<file path="config.mk">
export PLATFORM = sky130hd
export DESIGN_NAME = imem_loader
export DESIGN_NICKNAME = d
export VERILOG_FILES = /design/src/rtl/imem_loader.sv
export SDC_FILE = /design/constraint.sdc
export NUM_CORES = 1
export LEC_CHECK = 0
export ABC_AREA = 1
export BUFFER_PORTS_ARGS = -buffer_cell sky130_fd_sc_hd__buf_2
export CAP_MARGIN = 20
export CORE_MARGIN = 2
export CORE_UTILIZATION = 47
export DETAILED_ROUTE_END_ITERATION = 7
export HOLD_SLACK_MARGIN = 0.1
export PLACE_DENSITY_LB_ADDON = 0.3
export REMOVE_ABC_BUFFERS = 1
export SYNTH_ARGS = -nofsm -noshare
export SYNTH_HDL_FRONTEND = slang
export SYNTH_SLANG_ARGS = --single-unit
</file>
<file path="constraint.sdc">
create_clock -name clk -period 1.5 [get_ports clk]
set_input_delay 0.15 -clock clk [delete_from_list [all_inputs] [get_ports clk]]
set_output_delay 0.15 -clock clk [all_outputs]
set_load 0.02 [all_outputs]
</file>
<file path="src/rtl/imem_loader.sv">
// Boot-time instruction-memory writer: streams words into consecutive IMEM locations and holds the CPU in reset until done.
// Optional checksum beat enabled by defining IMEM_LOADER_CHECKSUM_EN.
module imem_loader #(
    parameter int size     = 32,
    parameter int MemSize  = 512,
    parameter int CntWidth = 10
) (
    input  logic                clk,
    input  logic                reset_n,
    input  logic                start,
    input  logic [CntWidth-1:0] base_addr,
    input  logic [CntWidth-1:0] word_count,
    input  logic                in_valid,
    output logic                in_ready,
    input  logic [31:0]         in_data,
    output logic                wea,
    output logic [size-1:0]     addra,
    output logic [31:0]         dina,
    output logic                cpu_hold,
    output logic                busy,
    output logic                done,
    output logic                error
);

    typedef enum logic [2:0] {
        S_IDLE,
        S_LOAD,
        S_FLUSH,
        S_DONE,
        S_ERR
    } state_t;

    localparam logic [CntWidth:0] MEM_LIMIT = (CntWidth+1)'(MemSize);

    state_t              state_q, state_d;
    logic [CntWidth-1:0] ptr_q, ptr_d;
    logic [CntWidth-1:0] rem_q, rem_d;
    logic                in_ready_q, in_ready_d;
    logic                wea_q, wea_d;
    logic [size-1:0]     addra_q, addra_d;
    logic [31:0]         dina_q, dina_d;
    logic                cpu_hold_q, cpu_hold_d;
    logic                busy_q, busy_d;
    logic                done_q, done_d;
    logic                error_q, error_d;
`ifdef IMEM_LOADER_CHECKSUM_EN
    logic [31:0]         sum_q, sum_d;
`endif

    logic [CntWidth:0]   end_addr;
    logic                range_bad;
    logic                beat;

    assign end_addr  = {1'b0, base_addr} + {1'b0, word_count};
    assign range_bad = (word_count == '0) || (end_addr > MEM_LIMIT);
    assign beat      = in_valid && in_ready_q;

    always_ff @(posedge clk or negedge reset_n) begin
        if (!reset_n) begin
            state_q    <= S_IDLE;
            ptr_q      <= '0;
            rem_q      <= '0;
            in_ready_q <= 1'b0;
            wea_q      <= 1'b0;
            addra_q    <= '0;
            dina_q     <= '0;
            cpu_hold_q <= 1'b1;
            busy_q     <= 1'b0;
            done_q     <= 1'b0;
            error_q    <= 1'b0;
`ifdef IMEM_LOADER_CHECKSUM_EN
            sum_q      <= '0;
`endif
        end else begin
            state_q    <= state_d;
            ptr_q      <= ptr_d;
            rem_q      <= rem_d;
            in_ready_q <= in_ready_d;
            wea_q      <= wea_d;
            addra_q    <= addra_d;
            dina_q     <= dina_d;
            cpu_hold_q <= cpu_hold_d;
            busy_q     <= busy_d;
            done_q     <= done_d;
            error_q    <= error_d;
`ifdef IMEM_LOADER_CHECKSUM_EN
            sum_q      <= sum_d;
`endif
        end
    end

    always_comb begin
        state_d = state_q;
        ptr_d   = ptr_q;
        rem_d   = rem_q;
        wea_d   = 1'b0;
        addra_d = addra_q;
        dina_d  = dina_q;
`ifdef IMEM_LOADER_CHECKSUM_EN
        sum_d   = sum_q;
`endif

        case (state_q)
            S_IDLE, S_DONE, S_ERR: begin
                if (start) begin
                    if (range_bad) begin
                        state_d = S_ERR;
                    end else begin
                        ptr_d   = base_addr;
                        rem_d   = word_count;
`ifdef IMEM_LOADER_CHECKSUM_EN
                        sum_d   = '0;
`endif
                        state_d = S_LOAD;
                    end
                end
            end
            S_LOAD: begin
                if (beat) begin
`ifdef IMEM_LOADER_CHECKSUM_EN
                    // remaining==0 while still in LOAD marks the checksum beat
                    if (rem_q == '0) begin
                        state_d = ((sum_q + in_data) == '0) ? S_FLUSH : S_ERR;
                    end else begin
                        wea_d   = 1'b1;
                        addra_d = '0;
                        addra_d[CntWidth-1:0] = ptr_q;
                        dina_d  = in_data;
                        sum_d   = sum_q + in_data;
                        ptr_d   = ptr_q + CntWidth'(1);
                        rem_d   = rem_q - CntWidth'(1);
                    end
`else
                    wea_d   = 1'b1;
                    addra_d = '0;
                    addra_d[CntWidth-1:0] = ptr_q;
                    dina_d  = in_data;
                    ptr_d   = ptr_q + CntWidth'(1);
                    rem_d   = rem_q - CntWidth'(1);
                    if (rem_q == CntWidth'(1)) begin
                        state_d = S_FLUSH;
                    end
`endif
                end
            end
            S_FLUSH: state_d = S_DONE;
            default: state_d = S_IDLE;
        endcase
    end

    // Status outputs are registered from the next state so they align with it.
    always_comb begin
        in_ready_d = (state_d == S_LOAD);
        busy_d     = (state_d == S_LOAD) || (state_d == S_FLUSH);
        done_d     = (state_d == S_DONE);
        error_d    = (state_d == S_ERR);
        cpu_hold_d = (state_d != S_DONE);
    end

    assign in_ready = in_ready_q;
    assign wea      = wea_q;
    assign addra    = addra_q;
    assign dina     = dina_q;
    assign cpu_hold = cpu_hold_q;
    assign busy     = busy_q;
    assign done     = done_q;
    assign error    = error_q;

endmodule

</file>
### Yosys cells after proc, flatten, opt, wreduce, memory -nomap -nowiden

Index checks and enable logic that the tools add are counted.

* $add $sub $neg: 3
* order comparisons: 1
* eq/ne operators: 13
* muxes and demuxes: 15
* reductions and logical operators: 9

Operators by type and width (count)
* 10-bit 2-to-1 mux: 6
* 10-bit case mux with 2 select lines: 2
* 3-bit by 2-bit == test with 1-bit output (second input constant): 4
* 3-bit 2-to-1 mux: 4
* 10-bit by 10-bit adder with 11-bit output: 1
* 11-bit by 10-bit greater-than comparator with 1-bit output (second input constant): 1
* 10-bit by 1-bit adder with 10-bit output (second input constant): 1
* 10-bit by 1-bit == test with 1-bit output (second input constant): 1
* 10-bit logical NOT: 1
* 10-bit by 1-bit subtractor with 10-bit output (second input constant): 1
* 3-bit case mux with 3 select lines: 1
* 3-bit by 1-bit == test with 1-bit output (second input constant): 2
* 3-bit == test (second input constant): 2
* 2-bit != test (second input constant): 3
* 4-bit AND reduction: 1
* 3-bit logical NOT: 1
* 3-bit by 2-bit != test with 1-bit output (second input constant): 1
* 3-bit OR reduction: 1
* 1-bit logical OR: 2
* 1-bit 2-to-1 mux: 2
* 2-bit AND reduction: 1
* 2-bit nonzero test: 1
* 1-bit logical AND: 1

* register bits after elaboration: 71
* input bits: 56
* output and inout port bits: 70

### Logic depth before layout (Yosys ltp)

Gate-level depths: netlist (run 1).

* word-level depth: 8
* mapped depth: 19
* gate-level depth less buffers: 18

### Least setup slack after synthesis (run 1)

Ideal clock, no wire load.

* path kind: input port to flip-flop
* from: input base_addr[0]
* to: register ptr_q[4]
* data arrival time: 1736 ps
* required time: 1383 ps
* setup slack: -353 ps
* cell stages on the path: 18
* path buffers: 1
* cell sequence: ha_1 -> inv_1 -> fa_1 -> inv_1 -> nand2_1 -> nand2_1 -> nand3_1 -> nand3_1 -> nand2_1 -> nor2_1 -> nand3_1 -> nand2_1 -> nand2_2 -> nand2_4 -> nand2_4 -> buf_6 -> nand2_1 -> nand2_1

* longest elaborated chain between the ends: 5

Ends and longest elaborated chain
* start: declaration: line 11 `input logic [CntWidth-1:0] base_addr,`
* 10-bit by 10-bit adder with 11-bit output: line 54 `assign end_addr = {1'b0, base_addr} + {1'b0, word_count};`
* 11-bit by 10-bit greater-than comparator with 1-bit output: line 55 `assign range_bad = (word_count == '0) || (end_addr > MEM_LIMIT);`
* 1-bit logical OR: line 55
* 2-bit != test (no line)
* 4-bit AND reduction (no line)
* end signal: assignment: line 76 `ptr_q <= ptr_d;`
* end: declaration: line 36 `logic [CntWidth-1:0] ptr_q, ptr_d;`

Every way passes these cells.
A chain may end at the register's enable or synchronous reset.

### Worst setup path in the final report (run 1)

* from: input base_addr[0]
* to: register ptr_q[9]

The elaborated chain is that of the path after synthesis.

==> run metrics, run 1 <==
status=finished, violations left; failing checks=setup timing; DP Cell Count=790; vias post-DR=~4000; skew final=around 12 ps; MaxCap Viol Count=0; # diodes=0; Worst path slowest cell=fa_2; CP Max Fanout=6; Peak VDD IR=between 0.0009 and 0.001 V; switching part of the total power=roughly 46%; Worst Path Required=roughly 1800 ps; CTS tree=built; Core ar.=around 8300 sq um; Routed WL=11200 microns; H-tree Lvls=3; clock power share=14.7%; slowest stage delay, CP=between 500 and 600 ps; most frequent cells in the layout=225 x nand2_1, 101 x buf_2, 70 x dfrtp_1; Initial Util=48.8%; share of power burned in registers=approximately 27%; layout cell share with drive strength beyond 1=roughly 31%; Yosys reg bits=71; initial antenna violation count=0; number of global-route vias before repair=4014; largest net degree at the start of global routing=72; Max clock buf depth=2; most frequent cell on the critical path=nand2_1; Seq/Total Area, Yosys=43.9%; synth unique cells=35; Mapped Cells=547; RSZ-0062 raised after global routing=true; Worst Setup Start Kind=input pin; Pins Over Slew Limit=0; Final Cycle Share=114%; RR Startpoint=state_q[2]$_DFF_PN0_; Setup crit end kind=flop; GP Congestion=~0.83; worst path bufs/invs=4; Final Hold Slack=124 ps; Layout Nets=between 800 and 900; die area=approximately 9400 sq um; YS warnings=0; first-pass GRT wire length=approximately 19000 microns; worst skew pair latency=about 350 ps; setup TNS=-3870 ps; CTS clk-pin slew, worst paths=roughly 70 ps; crit-path cells=buf_8, ha_4, inv_2, fa_2, nand2_1, a21oi_1, nand3_1, nor2_1, nand3_1, nand2_1, nand2_2, nand2_4, buf_12, buf_8, nand3_2, nand2_1; Rows=33; Worst EP arrival=~2000 ps; leakage power=about 0.0032 uW; IO Port Bufs=between 100 and 150; cts bufs inserted=9; DP Wirelength=7120 microns; First-pass DRT Iterations=5; Gate power share=about three fifths; GRT Resource Usage Total=24.5%; area of the mapped netlist=4050 sq um; P_int=between 6000 and 7000 uW; non-filler cells in the finished layout=848; Die X=slightly below 100 microns; Design Power=~12000 uW; I/O pins=between 100 and 150; final hold vios=0; Hold Path Class=in2reg; clock sink count=71; WS Path Type=in2reg; Chip Height=slightly below 100 microns; cell family with most CP delay=simple AND/OR/NAND/NOR gates; Worst Setup SP=base_addr[0]; via/cell ratio=~4.8; Final setup violation count=25; Post-Place Worst Slack=-659 ps; residual DRC count=0; fmax=between 0.5 and 0.6 GHz; syn avg cell area=approximately 7.4 sq um; commonest non-fill, non-tap cell in the layout=nand2_1; hold path start=start; DRT iter0 DRCs=between 200 and 250; total grt overflow=0; sw power=about 5500 uW; synthesis-to-layout area growth=44.4%; Avg WL per Cell=about 13 microns; pwr/cell area=slightly above 2000 nW/um^2; post-route worst setup slack=-212 ps; post-layout min period=about 1700 ps; Routed Antenna Nets=0; clock root cell=clkbuf_8
[metal layers]
metal  vias to the layer above  track usage [%]  share of wire [%]
met5                         -                0                  0
met4                         0             7.69                2.3
met3                        23             5.49                6.3
met2                       160             41.7                 48
met1                      1837             31.2                 44
li1                       2052                -                  -
[worst register-to-register path: stages, from the launching register on]
cell	delay (ps)
dfrtp_1	390
inv_2	80
a21oi_1	80
nor2_2	170
inv_2	70
nand2_1	90
nor3b_4	250
buf_12	180
buf_6	170
nand3_2	80
nand2_1	80
[sequential cells by signal, summed over array words and instances, names as in the netlist]
register / count
rem_q: 10
addra: 10
state_q: 3
cpu_hold: 1
dina: 32
in_ready: 1
busy: 1
wea: 1
error: 1
ptr_q: 10
done: 1
[layout make-up]
cell class,instances,area [sq um]
inverters,48,180
flip-flops and latches,71,1780
clock buffers,10,138
well taps,105,131
clock inverters,6,92.6
repair buffers,198,1440
multi-input cells,410,2090
fillers,658,2450
[synth_stat cells]
| master | number | area (sq um) |
|---|---|---|
| or2_2 | 1 | 6.26 |
| inv_1 | 46 | 173 |
| conb_1 | 1 | 3.75 |
| xor2_1 | 6 | 52.6 |
| buf_4 | 22 | 165 |
| o21ai_0 | 20 | 100 |
| or2_4 | 1 | 8.76 |
| nor3b_4 | 1 | 18.8 |
| xnor2_1 | 2 | 17.5 |
| buf_6 | 4 | 45.0 |
| clkbuf_1 | 7 | 26.3 |
| a21oi_2 | 1 | 8.76 |
| a22oi_1 | 1 | 7.51 |
| nor4_1 | 1 | 6.26 |
| nand4_1 | 3 | 18.8 |
| o21bai_1 | 1 | 7.51 |
| ha_1 | 13 | 163 |
| fa_1 | 1 | 20.0 |
| a211oi_1 | 1 | 7.51 |
| dfrtp_1 | 70 | 1750 |
| a21oi_1 | 10 | 50.1 |
| nor2_2 | 3 | 18.8 |
| nor2_1 | 25 | 93.8 |
| dfstp_2 | 1 | 26.3 |
| nor3_1 | 5 | 25.0 |
| nand2_2 | 2 | 12.5 |
| nand3_1 | 43 | 215 |
| and3_1 | 1 | 6.26 |
| o21ai_1 | 3 | 15.0 |
| nand2_1 | 235 | 882 |
| a21boi_2 | 1 | 11.3 |
| nand2_4 | 2 | 22.5 |
| buf_2 | 8 | 40.0 |
| o22ai_1 | 3 | 18.8 |
| inv_2 | 2 | 7.51 |
[cell families (layout without fill, tap and decap cells)]
logic type | Yosys count | after routing | synth area share (%)
and+or+nand+nor | 323 | 325 | 32.9
buffers and inverters | 89 | 262 | 11.3
DFF | 71 | 71 | 43.9
AOI/OAI and AO/OA | 41 | 41 | 5.59
adders and majority gates | 14 | 14 | 4.51
xor gates and xnor gates | 8 | 8 | 1.73
other | 1 | 22 | 0.0925
[power groups by stage]
| stage | Combinational, uW | Clock [uW] | Sequential (uW) |
|---|---|---|---|
| after global placement | 5820 | 0 | 3240 |
| after CTS | 6730 | 1810 | 3240 |
| after floorplan | 3070 | 0 | 3960 |
| final | 7030 | 1770 | 3260 |
| after detailed placement | 5970 | 0 | 3270 |
| after global routing | 7810 | 1890 | 3340 |
[stage by stage]
stage / util (%) / area (sq um)
2_1_floorplan: - / 3850
3_3_place_gp: 59.4 / 4930
3_5_place_dp: 59.4 / 4930
4_1_cts: 68.9 / 5720
5_1_grt: 70.5 / 5850
6_report: 70.5 / 5850
[path summary, 6_finish.rpt]
| path | end | slack, ps | cells after the start |
|---|---|---|---|
| setup / recovery | ptr_q[9]$_DFFE_PN0P_ | -210 | 16 |
| hold / removal | state_q[2]$_DFF_PN0_ | 120 | 3 |
| setup reg to reg | ptr_q[9]$_DFFE_PN0P_ | -190 | 10 |
| hold reg to reg | addra[1]$_DFFE_PN0P_ | 470 | 2 |
| max in group asynchronous | cpu_hold$_DFF_PN1_ | 840 | 3 |
| min in group asynchronous | dina[13]$_DFFE_PN0P_ | 350 | 3 |
[repair_timing]
action                                  in CTS  in global routing
gates cloned                                 3                  1
buffers inserted                             4                  1
hold buffers                                33                  0
resized for setup                           30                 24
endpoints found under the setup margin      48                 65
endpoints found under the hold margin      102                  0
pin swaps                                   16                  3
Power figures use the tool's default switching activity.
==> run 2: changes to the inputs <==
--- a/config.mk
+++ b/config.mk
@@ -12,7 +12,7 @@
 export CORE_UTILIZATION = 47
 export DETAILED_ROUTE_END_ITERATION = 7
 export HOLD_SLACK_MARGIN = 0.1
-export PLACE_DENSITY_LB_ADDON = 0.3
+export PLACE_DENSITY_LB_ADDON = 0.1
 export REMOVE_ABC_BUFFERS = 1
 export SYNTH_ARGS = -nofsm -noshare
 export SYNTH_HDL_FRONTEND = slang
==> run 2 against run 1 <==
Compared with the run above:
- the flow still finishes with violations (setup timing)
- combinational power is 15% higher
- final area increased by 4.4%
- worst setup slack got worse by 43 ps
- die area unchanged
- critical path depth grew 3
- sequential power rose by 1%
==> run metrics, run 2 (synthesized netlist as in run 1, its figures left out) <==
status=finished, violations left (unchanged); failing checks=setup timing (unchanged); met1 Usage GRT=31.8% (was 31.2%); final hold vios=0 (unchanged); clock sink count=71 (unchanged); Routed Antenna Nets=0 (unchanged); P_int=6860 uW (was 6540 uW); post-route worst setup slack=-255 ps (was -212 ps); RSZ-0062 raised after global routing=true (unchanged); CP Max Fanout=5 (was 6); pwr/cell area=2120 nW/um^2 (was 2060 nW/um^2); cts bufs inserted=9 (unchanged); WS Path Type=in2reg (unchanged); Rows=33 (unchanged); most frequent cells in the layout=210 x nand2_1, 101 x buf_2, 70 x dfrtp_1 (was 225 x nand2_1, 101 x buf_2, 70 x dfrtp_1); Layout Nets=819 (was 808); number of global-route vias before repair=4126 (was 4014); skew final=13.1 ps (was 12.0 ps); CTS tree=built (unchanged); GRT busiest layer=met2 (unchanged); Avg WL per Cell=14.4 microns (was 13.2 microns); Core ar.=8300 sq um (unchanged); First-pass DRT Iterations=5 (unchanged); Pins Over Slew Limit=0 (unchanged); vias post-DR=4265 (was 4072); Peak VDD IR=0.00126 V (was 0.000932 V); clock power share=12.2% (was 14.7%); worst path bufs/invs=4 (unchanged); total grt overflow=0 (unchanged); Worst Setup Start Kind=input pin (unchanged); MaxCap Viol Count=0 (unchanged); DP Cell Count=794 (was 790); H-tree Lvls=3 (unchanged); Max clock buf depth=2 (unchanged); max reg flops=32 (unchanged); Gate power share=62.3% (was 58.3%); initial antenna violation count=0 (unchanged); worst skew pair latency=350 ps (about the same); Initial Util=48.8% (unchanged); Core Util, Final=73.6% (was 70.5%); leakage power=0.00334 uW (was 0.00324 uW); crit-path cells=buf_8, ha_4, inv_2, fa_2, inv_2, nand2_4, nand2_4, nand3_2, nand2_1, nand3_1, nor2_1, nand3_1, nand2_1, nand2_2, nand2_4, buf_6, nand2_8, nand2_2, nand2_2 (was buf_8, ha_4, inv_2, fa_2, nand2_1, a21oi_1, nand3_1, nor2_1, nand3_1, nand2_1, nand2_2, nand2_4, buf_12, buf_8, nand3_2, nand2_1); slowest stage delay, CP=350 ps (was 510 ps); non-filler cells in the finished layout=859 (was 848); Chip Height=96.9 microns (unchanged); DRT iter0 DRCs=171 (was 236); Worst EP arrival=1990 ps (was 2000 ps); synthesis-to-layout area growth=50.7% (was 44.4%); Setup crit end kind=flop (unchanged); via/cell ratio=4.97 (was 4.80); DP Wirelength=7280 microns (was 7120 microns); I/O pins=126 (unchanged); cell family with most CP delay=simple AND/OR/NAND/NOR gates (unchanged); clock root cell=clkbuf_8 (unchanged); GP Congestion=0.859 (was 0.834); CTS clk-pin slew, worst paths=90 ps (was 70 ps); GRT Resource Usage Total=24.5% (about the same); Final setup violation count=25 (unchanged); post-layout min period=1750 ps (was 1710 ps); switching part of the total power=47.0% (was 45.8%); IO Port Bufs=103 (unchanged); first-pass GRT wire length=19100 microns (was 19000 microns); Hold Path Class=in2reg (unchanged); fmax=0.570 GHz (was 0.584 GHz); GR Util met2=42.0% (was 41.7%); sw power=6090 uW (was 5530 uW); GR Util met3=4.70% (was 5.49%); Worst Path Required=1740 ps (was 1780 ps); largest net degree at the start of global routing=72 (unchanged); Die X=96.9 microns (unchanged); share of power burned in registers=25.5% (was 27.0%); # diodes=0 (unchanged); die area=9380 sq um (unchanged); Worst path slowest cell=fa_2 (unchanged); Routed WL=12400 microns (was 11200 microns); layout cell share with drive strength beyond 1=35.9% (was 31.0%); commonest non-fill, non-tap cell in the layout=nand2_1 (unchanged); Final Cycle Share=117% (was 114%); residual DRC count=0 (unchanged)
## run 2: final timing paths
check / start / to / slack, ps / cells past startpoint
worst max-delay path: base_addr[0] / ptr_q[9]$_DFFE_PN0P_ / -250 / 19
worst min-delay path: start / state_q[2]$_DFF_PN0_ / 120 / 3
worst max register to register: state_q[2]$_DFF_PN0_ / ptr_q[9]$_DFFE_PN0P_ / -220 / 10
worst min register to register: dina[18]$_DFFE_PN0P_ / dina[18]$_DFFE_PN0P_ / 470 / 2
max in group asynchronous: reset_n / cpu_hold$_DFF_PN1_ / 800 / 3
min in group asynchronous: reset_n / dina[16]$_DFFE_PN0P_ / 360 / 3
## run 2: timing repair
action | 4_1_cts | 5_1_grt
pin swaps | 25 | 18
setup buffers | 7 | 3
hold endpoints to repair | 102 | 0
resized for setup | 65 | 27
hold buffers | 33 | 0
gates cloned | 3 | 3
setup endpoints to repair | 58 | 70
## run 2: power by group through the flow
stage | Combinational [uW] | Clock [uW] | Sequential, uW
2_1_floorplan | 3070 | 0 | 3960
3_3_place_gp | 6060 | 0 | 3250
3_5_place_dp | 6190 | 0 | 3270
4_1_cts | 7380 | 1600 | 3250
5_1_grt | 8830 | 1680 | 3380
6_report | 8070 | 1580 | 3300
## run 2: area by class of cell
class / instances / area (sq um)
clock buffers: 11 / 141
clock inverters: 5 / 57.6
fillers: 626 / 2190
inverters: 48 / 183
multi-input cells: 410 / 2230
flip-flops and latches: 71 / 1780
well taps: 105 / 131
repair buffers: 209 / 1590
## run 2: worst register-to-register path, stage by stage (launching register included)
cell	delay (ps)
dfrtp_1	390
inv_1	110
a21oi_1	100
nor2_2	150
inv_2	80
nand2_1	80
nor3b_4	270
buf_4	230
nand2_8	90
nand2_2	70
nand2_2	50
## run 2: through the flow
stage | setup WS [ps] | area [sq um] | hold slack [ps] | total power (uW) | TNS, ps
2_1_floorplan | -1950 | 3850 | -146 | 7020 | -94700
3_5_place_dp | -686 | 5000 | 204 | 9460 | -15910
3_3_place_gp | -624 | 5000 | 207 | 9300 | -14470
5_1_grt | -340 | 6110 | 132 | 13900 | -9130
4_1_cts | -188 | 5930 | 108 | 12200 | -3930
6_report | -255 | 6110 | 121 | 12900 | -5010
## run 2: per-layer routing
metal | vias to the layer above | part of all wire (%) | wire [microns]
li1 | 2070 | - | -
met1 | 1989 | 42 | 5140
met2 | 180 | 50 | 6220
met3 | 26 | 6.0 | 747
met4 | 0 | 2.0 | 245
met5 | - | 0 | 0
==> run 3: changes to the inputs <==
--- a/config.mk
+++ b/config.mk
@@ -9,7 +9,7 @@
 export BUFFER_PORTS_ARGS = -buffer_cell sky130_fd_sc_hd__buf_2
 export CAP_MARGIN = 20
 export CORE_MARGIN = 2
-export CORE_UTILIZATION = 47
+export CORE_UTILIZATION = 52
 export DETAILED_ROUTE_END_ITERATION = 7
 export HOLD_SLACK_MARGIN = 0.1
 export PLACE_DENSITY_LB_ADDON = 0.1
==> constraint.sdc (replaced) <==
create_clock -name clk -period 1.9 [get_ports clk]
set_input_delay 0.19 -clock clk [delete_from_list [all_inputs] [get_ports clk]]
set_output_delay 0.19 -clock clk [all_outputs]
set_load 0.02 [all_outputs]
==> run 3 against run 2 <==
Compared with the run above:
- the flow now finishes without violations
- flip-flop and latch count stayed put
- critical path depth is 1 lower
- die area is 9.2% lower
- total power is 32% lower
- largest cell class unchanged
- largest power group unchanged
==> run metrics, run 3 (synthesized netlist as in run 1, its figures left out) <==
Rows=32 (was 33); Die X=92.3 microns (was 96.9 microns); most frequent cell on the critical path=nand2_1; cts bufs inserted=9 (unchanged); MaxCap Viol Count=0 (unchanged); Core ar.=7650 sq um (was 8300 sq um); commonest non-fill, non-tap cell in the layout=nand2_1 (unchanged); skew final=11.2 ps (was 13.1 ps); RSZ-0062 raised after global routing=true (unchanged); Layout Nets=781 (was 819); CTS clk-pin slew, worst paths=90 ps (about the same); initial antenna violation count=0 (unchanged); die area=8520 sq um (was 9380 sq um); vias post-DR=3947 (was 4265); fmax=around 0.55 GHz; clock sink count=71 (unchanged); post-route worst setup slack=88.0 ps (was -255 ps); Hold Path Class=in2reg (unchanged); largest net degree at the start of global routing=72 (unchanged); pwr/cell area=1590 nW/um^2 (was 2120 nW/um^2); post-layout min period=1810 ps; Peak VDD IR=0.000885 V (was 0.00126 V); Worst path slowest cell=fa_2 (unchanged); number of global-route vias before repair=3714 (was 4126); final hold vios=0 (unchanged); DRT iter0 DRCs=212 (was 171); WS Path Type=in2reg (unchanged); fillers=630 (was 626); Post-Place Worst Slack=-259 ps (was -686 ps); Final Hold Slack=153 ps (was 121 ps); CP Max Fanout=10 (was 5); Worst EP arrival=2040 ps (was 1990 ps); DP Wirelength=6810 microns (was 7280 microns); leakage power=0.00307 uW (was 0.00334 uW); synthesis-to-layout area growth=35.4% (was 50.7%); Chip Height=92.3 microns (was 96.9 microns); First-pass DRT Iterations=5 (unchanged); worst skew pair latency=350 ps (about the same); non-filler cells in the finished layout=818 (was 859); crit-path cells=buf_4, ha_4, inv_1, fa_2, inv_2, nand2_4, nand2_4, nand3_2, nand3_2, nand2_1, nor2_1, nand3_1, nand2_1, nand2_2, nand2_8, nand2_4, nand2_1, nand2_1 (was buf_8, ha_4, inv_2, fa_2, inv_2, nand2_4, nand2_4, nand3_2, nand2_1, nand3_1, nor2_1, nand3_1, nand2_1, nand2_2, nand2_4, buf_6, nand2_8, nand2_2, nand2_2); clock root cell=clkbuf_8 (unchanged); total grt overflow=0 (unchanged); DP Cell Count=765 (was 794); H-tree Lvls=3 (unchanged); residual DRC count=0 (unchanged); # diodes=0 (unchanged); slowest stage delay, CP=370 ps (was 350 ps); first-pass GRT wire length=16500 microns (was 19100 microns); Max clock buf depth=2 (unchanged); Initial Util=53.0% (was 48.8%); Final setup violation count=0 (was 25); layout cell share with drive strength beyond 1=25.7% (was 35.9%); Routed Antenna Nets=0 (unchanged); Routed WL=10500 microns (was 12400 microns); Pins Over Slew Limit=0 (unchanged); GRT Resource Usage Total=24.2% (was 24.5%); I/O pins=126 (unchanged); via/cell ratio=4.83 (was 4.97); GP Congestion=0.853 (was 0.859); IO Port Bufs=103 (unchanged); Avg WL per Cell=12.8 microns (was 14.4 microns); most frequent cells in the layout=231 x nand2_1, 101 x buf_2, 70 x dfrtp_1 (was 210 x nand2_1, 101 x buf_2, 70 x dfrtp_1); Final Cycle Share=approximately 95%; Worst Path Required=2130 ps (was 1740 ps); Setup crit end kind=flop (unchanged); status=complete, no violations (was finished, violations left); Design Power=8740 uW (was 12900 uW); Worst Setup Start Kind=input pin (unchanged); CTS tree=built (unchanged); max reg flops=32 (unchanged); setup TNS=0 ps (was -5010 ps)
run 3: changes by cell type in the layout (fill, tap and decap cells not counted), moves of 6 or more:
| cell | delta |
|---|---|
| buf_12 | -6 |
| nand2_1 | +21 |
| buf_6 | -6 |
| nand2_2 | -19 |
| nand3_2 | -16 |
| nand3_1 | +16 |
| buf_4 | -23 |
run 3: path summary, 6_finish.rpt:
check	startpoint	to	slack (ps)	cells past startpoint
max	base_addr[0]	ptr_q[7]$_DFFE_PN0P_	90	18
max reg2reg	state_q[2]$_DFF_PN0_	ptr_q[7]$_DFFE_PN0P_	110	10
min in group asynchronous	reset_n	dina[5]$_DFFE_PN0P_	390	3
min reg2reg	addra[9]$_DFFE_PN0P_	addra[9]$_DFFE_PN0P_	470	2
max in group asynchronous	reset_n	cpu_hold$_DFF_PN1_	1170	3
min	start	state_q[2]$_DFF_PN0_	150	3
run 3: critical path, delay by kind of cell:
kind / cells / cell delay [ps]
buf+inv: 3 / 220
simple gates: 13 / 1140
fa+ha+maj: 2 / 500
run 3: per-layer routing:
metal	part of all wire (%)	wire (microns)	track usage, %
met2	49	5120	40.9
met3	6.2	651	4.35
met5	0	0	0
met4	1.6	166	7.96
met1	43	4530	31.4
run 3: final cells by class:
type | instances | area, sq um | area share, %
Sequential cell | 71 | 1780 | 32.4
Clock buffer | 10 | 128 | 2.33
Timing Repair Buffer | 172 | 1180 | 21.6
Tap cell | 102 | 128 | 2.33
Clock inverter | 6 | 92.6 | 1.69
Inverter | 48 | 180 | 3.28
Multi-Input combinational cell | 409 | 2000 | 36.4
run 3: timing repair:
action | in CTS | in global routing
buffers inserted | 0 | 1
resized for setup | 0 | 25
hold endpoints to repair | 102 | 0
endpoints found under the setup margin | 0 | 25
hold buffers | 33 | 0
run 3: through the flow:
step	cell area [sq um]	utilization [%]
finish	5490	71.7
global route	5490	71.7
CTS	5310	69.5
detailed placement	4760	62.3
global placement	4760	62.3
floorplan	3850	-
run 3: power breakdown:
part           switching (uW)  total [uW]  internal (uW)
combinational            3060        4780           1710
clock                     601        1350            749
sequential                425        2610           2190
total                    4090        8740           4650
